$ cat src/rtl/spi_rx_deser.sv
// Multi-lane SPI receive deserialiser: oversamples SCLK/CS_N/MISO in MCLK, shifts DATA_W bits per lane, checks the frame length.
// Optional frame/error counters are enabled with `define SPI_RX_FRAME_CNT_EN.
module spi_rx_deser #(
    parameter int DATA_W      = 16,
    parameter int LANES       = 1,
    parameter int SYNC_STAGES = 2,
    parameter int SAMPLE_EDGE = 0,
    parameter int MSB_FIRST   = 1
) (
    input  logic                      MCLK,
    input  logic                      RST_N,
    input  logic                      CS_N,
    input  logic                      SCLK,
    input  logic [LANES-1:0]          MISO,
    output logic [LANES*DATA_W-1:0]   LDATA,
    output logic                      LVALID,
`ifdef SPI_RX_FRAME_CNT_EN
    output logic [15:0]               FRAME_CNT,
    output logic [7:0]                ERR_CNT,
`endif
    output logic                      FRAME_ERR
);
    localparam int   CNT_W     = $clog2(DATA_W + 2);
    localparam logic SCLK_IDLE = (SAMPLE_EDGE != 0);

    typedef enum logic [1:0] {
        ST_IDLE  = 2'd0,
        ST_SHIFT = 2'd1,
        ST_CLOSE = 2'd2
    } state_t;

    state_t                 state_r, state_nxt_s;
    logic [SYNC_STAGES-1:0] cs_sync_r, sclk_sync_r, flush_r;
    logic [LANES-1:0]       miso_sync_r [SYNC_STAGES];
    logic                   cs_d_r, sclk_d_r, armed_r;
    logic                   cs_s, sclk_s;
    logic [LANES-1:0]       miso_s;
    logic                   cs_fall_s, cs_rise_s, sample_s;
    logic                   clear_s, shift_en_s, load_s, err_s;
    logic [CNT_W-1:0]       cnt_r;
    logic [DATA_W-1:0]      shreg_r [LANES];

    assign cs_s   = cs_sync_r[SYNC_STAGES-1];
    assign sclk_s = sclk_sync_r[SYNC_STAGES-1];
    assign miso_s = miso_sync_r[SYNC_STAGES-1];

    // armed_r blocks a frame that was already running when reset released
    assign cs_fall_s = armed_r & cs_d_r & ~cs_s;
    assign cs_rise_s = ~cs_d_r & cs_s;
    assign sample_s  = SCLK_IDLE ? (sclk_d_r & ~sclk_s) : (~sclk_d_r & sclk_s);

    // Input synchronisers, edge-detect delay flops and post-reset arming
    always_ff @(posedge MCLK or negedge RST_N) begin
        if (!RST_N) begin
            cs_sync_r   <= '1;
            sclk_sync_r <= {SYNC_STAGES{SCLK_IDLE}};
            flush_r     <= '0;
            cs_d_r      <= 1'b1;
            sclk_d_r    <= SCLK_IDLE;
            armed_r     <= 1'b0;
            for (int s = 0; s < SYNC_STAGES; s++) begin
                miso_sync_r[s] <= '0;
            end
        end else begin
            cs_sync_r      <= {cs_sync_r[SYNC_STAGES-2:0], CS_N};
            sclk_sync_r    <= {sclk_sync_r[SYNC_STAGES-2:0], SCLK};
            flush_r        <= {flush_r[SYNC_STAGES-2:0], 1'b1};
            cs_d_r         <= cs_s;
            sclk_d_r       <= sclk_s;
            armed_r        <= armed_r | (flush_r[SYNC_STAGES-1] & cs_s);
            miso_sync_r[0] <= MISO;
            for (int s = 1; s < SYNC_STAGES; s++) begin
                miso_sync_r[s] <= miso_sync_r[s-1];
            end
        end
    end

    // FSM state register
    always_ff @(posedge MCLK or negedge RST_N) begin
        if (!RST_N) begin
            state_r <= ST_IDLE;
        end else begin
            state_r <= state_nxt_s;
        end
    end

    // FSM next-state logic
    always_comb begin
        state_nxt_s = state_r;
        case (state_r)
            ST_IDLE:  if (cs_fall_s) state_nxt_s = ST_SHIFT; else state_nxt_s = ST_IDLE;
            ST_SHIFT: if (cs_rise_s) state_nxt_s = ST_CLOSE; else state_nxt_s = ST_SHIFT;
            ST_CLOSE: if (cs_fall_s) state_nxt_s = ST_SHIFT; else state_nxt_s = ST_IDLE;
            default:  state_nxt_s = ST_IDLE;
        endcase
    end

    // FSM output decode
    always_comb begin
        clear_s    = 1'b0;
        shift_en_s = 1'b0;
        load_s     = 1'b0;
        err_s      = 1'b0;
        case (state_r)
            ST_IDLE:  clear_s = cs_fall_s;
            ST_SHIFT: shift_en_s = sample_s;
            ST_CLOSE: begin
                clear_s = cs_fall_s;
                if (cnt_r == CNT_W'(DATA_W)) begin
                    load_s = 1'b1;
                end else begin
                    err_s = 1'b1;
                end
            end
            default: clear_s = 1'b0;
        endcase
    end

    // Bit counter (saturates at DATA_W+1) and per-lane shift registers
    always_ff @(posedge MCLK or negedge RST_N) begin
        if (!RST_N) begin
            cnt_r <= '0;
            for (int l = 0; l < LANES; l++) begin
                shreg_r[l] <= '0;
            end
        end else if (clear_s) begin
            cnt_r <= '0;
            for (int l = 0; l < LANES; l++) begin
                shreg_r[l] <= '0;
            end
        end else if (shift_en_s) begin
            if (cnt_r != CNT_W'(DATA_W + 1)) begin
                cnt_r <= cnt_r + CNT_W'(1);
            end
            if (cnt_r < CNT_W'(DATA_W)) begin
                for (int l = 0; l < LANES; l++) begin
                    shreg_r[l] <= (MSB_FIRST != 0) ? {shreg_r[l][DATA_W-2:0], miso_s[l]}
                                                   : {miso_s[l], shreg_r[l][DATA_W-1:1]};
                end
            end
        end
    end

    // Registered result outputs
    always_ff @(posedge MCLK or negedge RST_N) begin
        if (!RST_N) begin
            LDATA     <= '0;
            LVALID    <= 1'b0;
            FRAME_ERR <= 1'b0;
        end else begin
            LVALID    <= load_s;
            FRAME_ERR <= err_s;
            if (load_s) begin
                for (int l = 0; l < LANES; l++) begin
                    LDATA[l*DATA_W +: DATA_W] <= shreg_r[l];
                end
            end
        end
    end

`ifdef SPI_RX_FRAME_CNT_EN
    // Good-frame counter wraps; error counter saturates
    always_ff @(posedge MCLK or negedge RST_N) begin
        if (!RST_N) begin
            FRAME_CNT <= 16'd0;
            ERR_CNT   <= 8'd0;
        end else begin
            if (load_s) begin
                FRAME_CNT <= FRAME_CNT + 16'd1;
            end
            if (err_s && (ERR_CNT != 8'hFF)) begin
                ERR_CNT <= ERR_CNT + 8'd1;
            end
        end
    end
`endif

endmodule

$ cat config.mk
export PLATFORM = sky130hd
export DESIGN_NAME = spi_rx_deser
export DESIGN_NICKNAME = d
export VERILOG_FILES = /design/src/rtl/spi_rx_deser.sv
export SDC_FILE = /design/constraint.sdc
export NUM_CORES = 1
export LEC_CHECK = 0
export BUFFER_PORTS_ARGS = -buffer_cell sky130_fd_sc_hd__buf_2
export CORE_MARGIN = 1.5
export CORE_UTILIZATION = 25
export DETAILED_ROUTE_END_ITERATION = 16
export GPL_TIMING_DRIVEN = 1
export PLACE_DENSITY_LB_ADDON = 0.12
export SLEW_MARGIN = 20
export SYNTH_ARGS = -nofsm -noshare
export SYNTH_HDL_FRONTEND = slang
export SYNTH_SLANG_ARGS = --single-unit
$ cat constraint.sdc
create_clock -name MCLK -period 2.7 [get_ports MCLK]
set_clock_uncertainty 0.2 [all_clocks]
set_input_delay 0.54 -clock MCLK [delete_from_list [all_inputs] [get_ports MCLK]]
set_output_delay 0.54 -clock MCLK [all_outputs]
set_load 0.02 [all_outputs]
==> flow_summary.ini, run 1 <==
[synth]
synth_edf_count = 0
synth_xor_area_frac = 0.004240
synth.area.mux_share = 0.1090
synth_compound_area_frac = 0.1163
async_flop_share = 1.000
synth_simple_gate_area_frac = 0.08116
synth_cell_type_count = 34
netlist_area_sq_um = 2066
avgSynthCellArea_sq_um = 13.68
yosysWarnings = 0
yosys_register_bits = 52
synth_top_family_by_area = compound AO/OA/AOI/OAI gates
ys_seq_area_frac = 0.6317
ys.flop_type = dfrtp_1
synth_nets = 159
syn_inst = 151
yosys.area_share.adder = 0.01817

[clock_network]
cts_tree = done
h-tree-depth = 2
path_clk_slew_ns = 0.09
cts_inserted_buffers = 5
cts.sink_count = 52
clk_latency_ns = 0.30
post_cts_resized = 0
post_cts_buffers = 0
cts-root-buf = clkbuf_8
max-clock-path-buffers = 2

[hold_path]
worstHoldPathType = in -> reg

[timing]
rsz0062_at_grt = no
relSlewSlack = 0.5578
fin_crit_ns = 2.069
maxSlewViolCount = 0
min_period_over_period = 0.7662
whs_ns = 0.1338
fin_tns_setup_ns = 0
tightest_slew_ns = 0.6539
hold_viol_final = 0
fmax_ghz = 0.4834
finalSetupViolations = 0

[place]
gp_congestion = 0.7011
hpwlAfterDp_um = 2495
portBuffers = 22

[layout]
nets = 185
diodes = 0
drive_above_1_share = 0.3315
final_common_cell = dfrtp_1
area_delta_synth_final_pct = 15.14
final_cell_mix = 49 x dfrtp_1, 22 x buf_2, 12 x nand3_1, 12 x a21oi_1, 11 x o21ai_0

[worst_setup_path]
path_max_fanout = 17
cp.arrival_ns = 2.06
critPathLaunchType = flop
path_class = reg -> reg
required_ns = 2.69
end_kind = flop

[detailed_routing]
drcViolationCount = 0
ant_nets = 0
vias_per_cell = 4.454
drt_pass1_iterations = 4
wl_per_cell_um = 13.02
drt_iter0_markers = 46
num_vias = 1247
routed_wirelength_um = 3645

[floorplan]
die_h_um = 93.90
io_pins = 23
initial_core_util = 0.2632
rows = 32
die_x_um = 93.90
coreArea_sq_um = 7848
die_area_sq_um = 8817

[pwr]
share_seq_of_total_power = 0.603
switchingPower_uw = 365.2
p_int_uw = 1050
power.leakage_uw = 0.001168
vdd_drop_max_mv = 0.2974
clock_power_share = 0.307
combPwrFrac = 0.090
swShare = 0.2581
power.density_nw_per_um2 = 594.9

[grt]
antenna_found_initial = 0
grt_pass1_vias = 1224
grt_use_total = 0.09266
grt_max_degree = 21
grt_pass1_wl_um = 6327
overflow = 0

[job]
cap_violations = 0

[run_status]
status = completed
flip-flops by register name (all words and copies together) (netlist names):
register	count
state_r	2
miso_sync_r	1
cnt_r	5
LDATA	16
armed_r	1
cs_d_r	1
FRAME_ERR	1
shreg_r	16
cs_sync_r	2
LVALID	1
sclk_sync_r	2
miso_s	1
sclk_d_r	1
flush_r	2
synthesized netlist by cell type, drive strengths merged (2+ instances only):
cell type  count  area share
dfstp          3       0.038
ha             3       0.018
a21oi         12       0.029
clkbuf         4      0.0073
mux2          17        0.11
buf            4       0.021
a21o           2      0.0073
a22o           8       0.034
nand2b         3      0.0091
inv            5      0.0091
nand3         12       0.029
nor2           2      0.0036
o21ai         11       0.027
dfrtp         49        0.59
through the flow:
stage / cell area, sq um / cells / worst slack (ns) / total power (uW) / utilization
after floorplan: 2066 / 151 / 0.6485 / 942.1 / -
after global placement: 2281 / 271 / 0.6523 / 992.7 / 0.2907
after detailed placement: 2281 / 271 / 0.6070 / 995.9 / 0.2907
after CTS: 2379 / 280 / 0.6104 / 1434 / 0.3031
after global routing: 2379 / 280 / 0.5004 / 1495 / 0.3031
final: 2379 / 280 / 0.6314 / 1415 / 0.3031
power groups by stage:
stage / Combinational (uW) / Sequential (uW) / Clock [uW]
floorplan: 84.5 / 858 / 0
global placement: 127 / 865 / 0
detailed placement: 128 / 868 / 0
CTS: 130 / 853 / 451
global route: 147 / 861 / 486
finish: 127 / 853 / 435
path summary, 6_finish.rpt:
check / start / to / slack (ns) / cells past startpoint
max reg2reg: cnt_r[0] / LDATA[13] / 0.63 / 5
max in group asynchronous: RST_N / cs_d_r / 1.14 / 3
min: CS_N / cs_sync_r[0] / 0.13 / 1
min in group asynchronous: RST_N / LDATA[7] / 0.50 / 2
max: cnt_r[0] / LDATA[13] / 0.63 / 5
min reg2reg: miso_sync_r[1] / miso_s / 0.16 / 0
critical path, stage by stage, from the launching register on:
cell	delay (ns)
dfrtp_1	0.45
inv_1	0.08
ha_1	0.17
nand2_2	0.05
or4_4	0.66
mux2_4	0.35
area by class of cell:
type                       instances  area, sq um
clock buffer                       5        68.82
clock inverter                     3        18.77
fill                             811         5469
inverter                           5        18.77
multi-input combinational         86        689.4
sequential                        52         1305
tap                              102        127.6
timing repair buffer              27        150.1
metal layers:
layer / wire [um] / GRT usage
met5: 0 / 0
met2: 1677 / 0.1419
met4: 42 / 0.02985
met3: 126 / 0.02427
met1: 1799 / 0.1272
timing repair:
item	CTS	global route
hold endpoints to repair	18	0
hold buffers	1	0
setup endpoints to repair	0	0
kinds of logic after synthesis:
logic type,Yosys count
mux,17
fa+ha+maj,3
other cells,1
xor+xnor,1
compound gates,38
flops,52
buf+inv,13
simple gates,26
Note: power is estimated with default switching activity, not from simulation.
==> run 2, diff against run 1 <==
==> constraint.sdc (replaced) <==
create_clock -name MCLK -period 1.9 [get_ports MCLK]
set_clock_uncertainty 0.2 [all_clocks]
set_input_delay 0.38 -clock MCLK [delete_from_list [all_inputs] [get_ports MCLK]]
set_output_delay 0.38 -clock MCLK [all_outputs]
set_load 0.02 [all_outputs]
==> flow_summary.ini, run 2 (same netlist as run 1, synthesis figures left out) <==
[floorplan]
initial_core_util = 0.2632
coreArea_sq_um = 7848
die_h_um = 93.90
die_area_sq_um = 8817
io_pins = 23
die_x_um = 93.90
rows = 32

[clock_network]
path_clk_slew_ns = 0.09
cts_inserted_buffers = 5
cts-root-buf = clkbuf_8
cts_tree = done
max-clock-path-buffers = 2
h-tree-depth = 2
cts.sink_count = 52
clk_latency_ns = 0.30

[grt]
overflow = 0
grt_pass1_vias = 1420
grt_max_degree = 24
grt_pass1_wl_um = 7113
grt_use_total = 0.1060
antenna_found_initial = 0

[pwr]
switchingPower_uw = 559.8
p_int_uw = 1633
swShare = 0.2553
vdd_drop_max_mv = 0.3360
clock_power_share = 0.295
finalPower_uw = 2193
power.density_nw_per_um2 = 845.7
share_seq_of_total_power = 0.545
power.leakage_uw = 0.001268
combPwrFrac = 0.160

[hold_path]
whs_path_depth = 0
worstHoldPathType = reg -> reg

[detailed_routing]
drt_iter0_markers = 45
wl_per_cell_um = 13.99
drcViolationCount = 0
num_vias = 1327
vias_per_cell = 4.438
routed_wirelength_um = 4183
drt_pass1_iterations = 4
ant_nets = 0

[worst_setup_path]
r2r_cells = 6
cpMaxStageDelayCell = or4bb_4
critPathMaxStageDelay_ns = 0.46
path_class = reg -> reg
cp_cell_sequence = inv_2 -> buf_6 -> ha_4 -> or4bb_4 -> and2_4 -> mux2_4
critPathTopFamily = simple AND/OR/NAND/NOR gates
cp.depth = 6
path_max_fanout = 4
cp.arrival_ns = 1.90
required_ns = 1.89
worst-path-buf-inv = 2
critPathLaunchType = flop
end_kind = flop

[place]
hpwlAfterDp_um = 2755
portBuffers = 22
pre_cts_ws_ns = -0.03975
gp_congestion = 0.7316

[layout]
final_cell_mix = 49 x dfrtp_1, 22 x buf_2, 17 x buf_4
area_delta_synth_final_pct = 25.50
final_common_cell = dfrtp_1
drive_above_1_share = 0.4162
diodes = 0
nets = 204
final_core_util = 0.3304
largestRegisters = LDATA (16), shreg_r (16), cnt_r (5)

[timing]
fin_tns_setup_ns = -0.01400
fin_crit_ns = 1.914
tightest_slew_ns = 0.5199
relSlewSlack = 0.6534
rsz0062_at_grt = yes
finalSetupViolations = 1
whs_ns = 0.1531
hold_viol_final = 0
fmax_ghz = 0.5225
layout_setup_ws_ns = -0.01400
maxSlewViolCount = 0
min_period_over_period = 1.007

[job]
cap_violations = 0

[run_status]
status = complete, but fails checks
violations = negative setup slack
[run 2: final cells by class]
class	count	area, sq um
Multi-Input combinational cell	88	758.2
Clock inverter	1	7.507
Fill cell	826	5255
Sequential cell	52	1305
Timing Repair Buffer	44	289.0
Tap cell	102	127.6
Inverter	5	18.77
Clock buffer	7	86.33
[run 2: power groups by stage]
stage | clock [uW] | combinational (uW) | sequential, uW
finish | 647 | 351 | 1190
global route | 734 | 387 | 1200
CTS | 685 | 309 | 1190
detailed placement | 0 | 272 | 1210
global placement | 0 | 266 | 1210
floorplan | 0 | 123 | 1220
[run 2: metrics by stage]
stage	instances	instance area (sq um)
final	299	2592
after floorplan	151	2068
after global routing	299	2592
after CTS	298	2555
after detailed placement	284	2381
after global placement	284	2381
[run 2: path summary, 6_finish.rpt]
kind / startpoint / to / slack [ns]
hold / removal: flush_r[0] / flush_r[1] / 0.15
min in group asynchronous: RST_N / shreg_r[10] / 0.38
max in group asynchronous: RST_N / FRAME_ERR / 0.58
setup / recovery: cnt_r[1] / cnt_r[0] / -0.01
hold reg to reg: flush_r[0] / flush_r[1] / 0.15
setup reg to reg: cnt_r[1] / cnt_r[0] / -0.01
[run 2: what timing repair did]
action                                  4_1_cts  5_1_grt
gates resized for setup                       7        7
gates cloned                                  2        0
pin swaps                                     2        4
hold buffers                                  4        0
setup buffers                                 0        1
endpoints found under the hold margin        19        0
endpoints found under the setup margin       16       17
[run 2: worst register-to-register path, cell delays in order, from the launching register on]
cell and delay [ns]:
dfrtp_1 0.40, inv_2 0.09, buf_6 0.10, ha_4 0.11, or4bb_4 0.46, and2_4 0.20, mux2_4 0.26
[run 2: metal layers]
metal	vias to the layer above	GRT usage	share of wire
met4	0	0.02985	0.0060
met1	669	0.1375	0.46
met5	-	0	0
met3	2	0.03155	0.029
met2	20	0.1715	0.50
li1	636	-	-
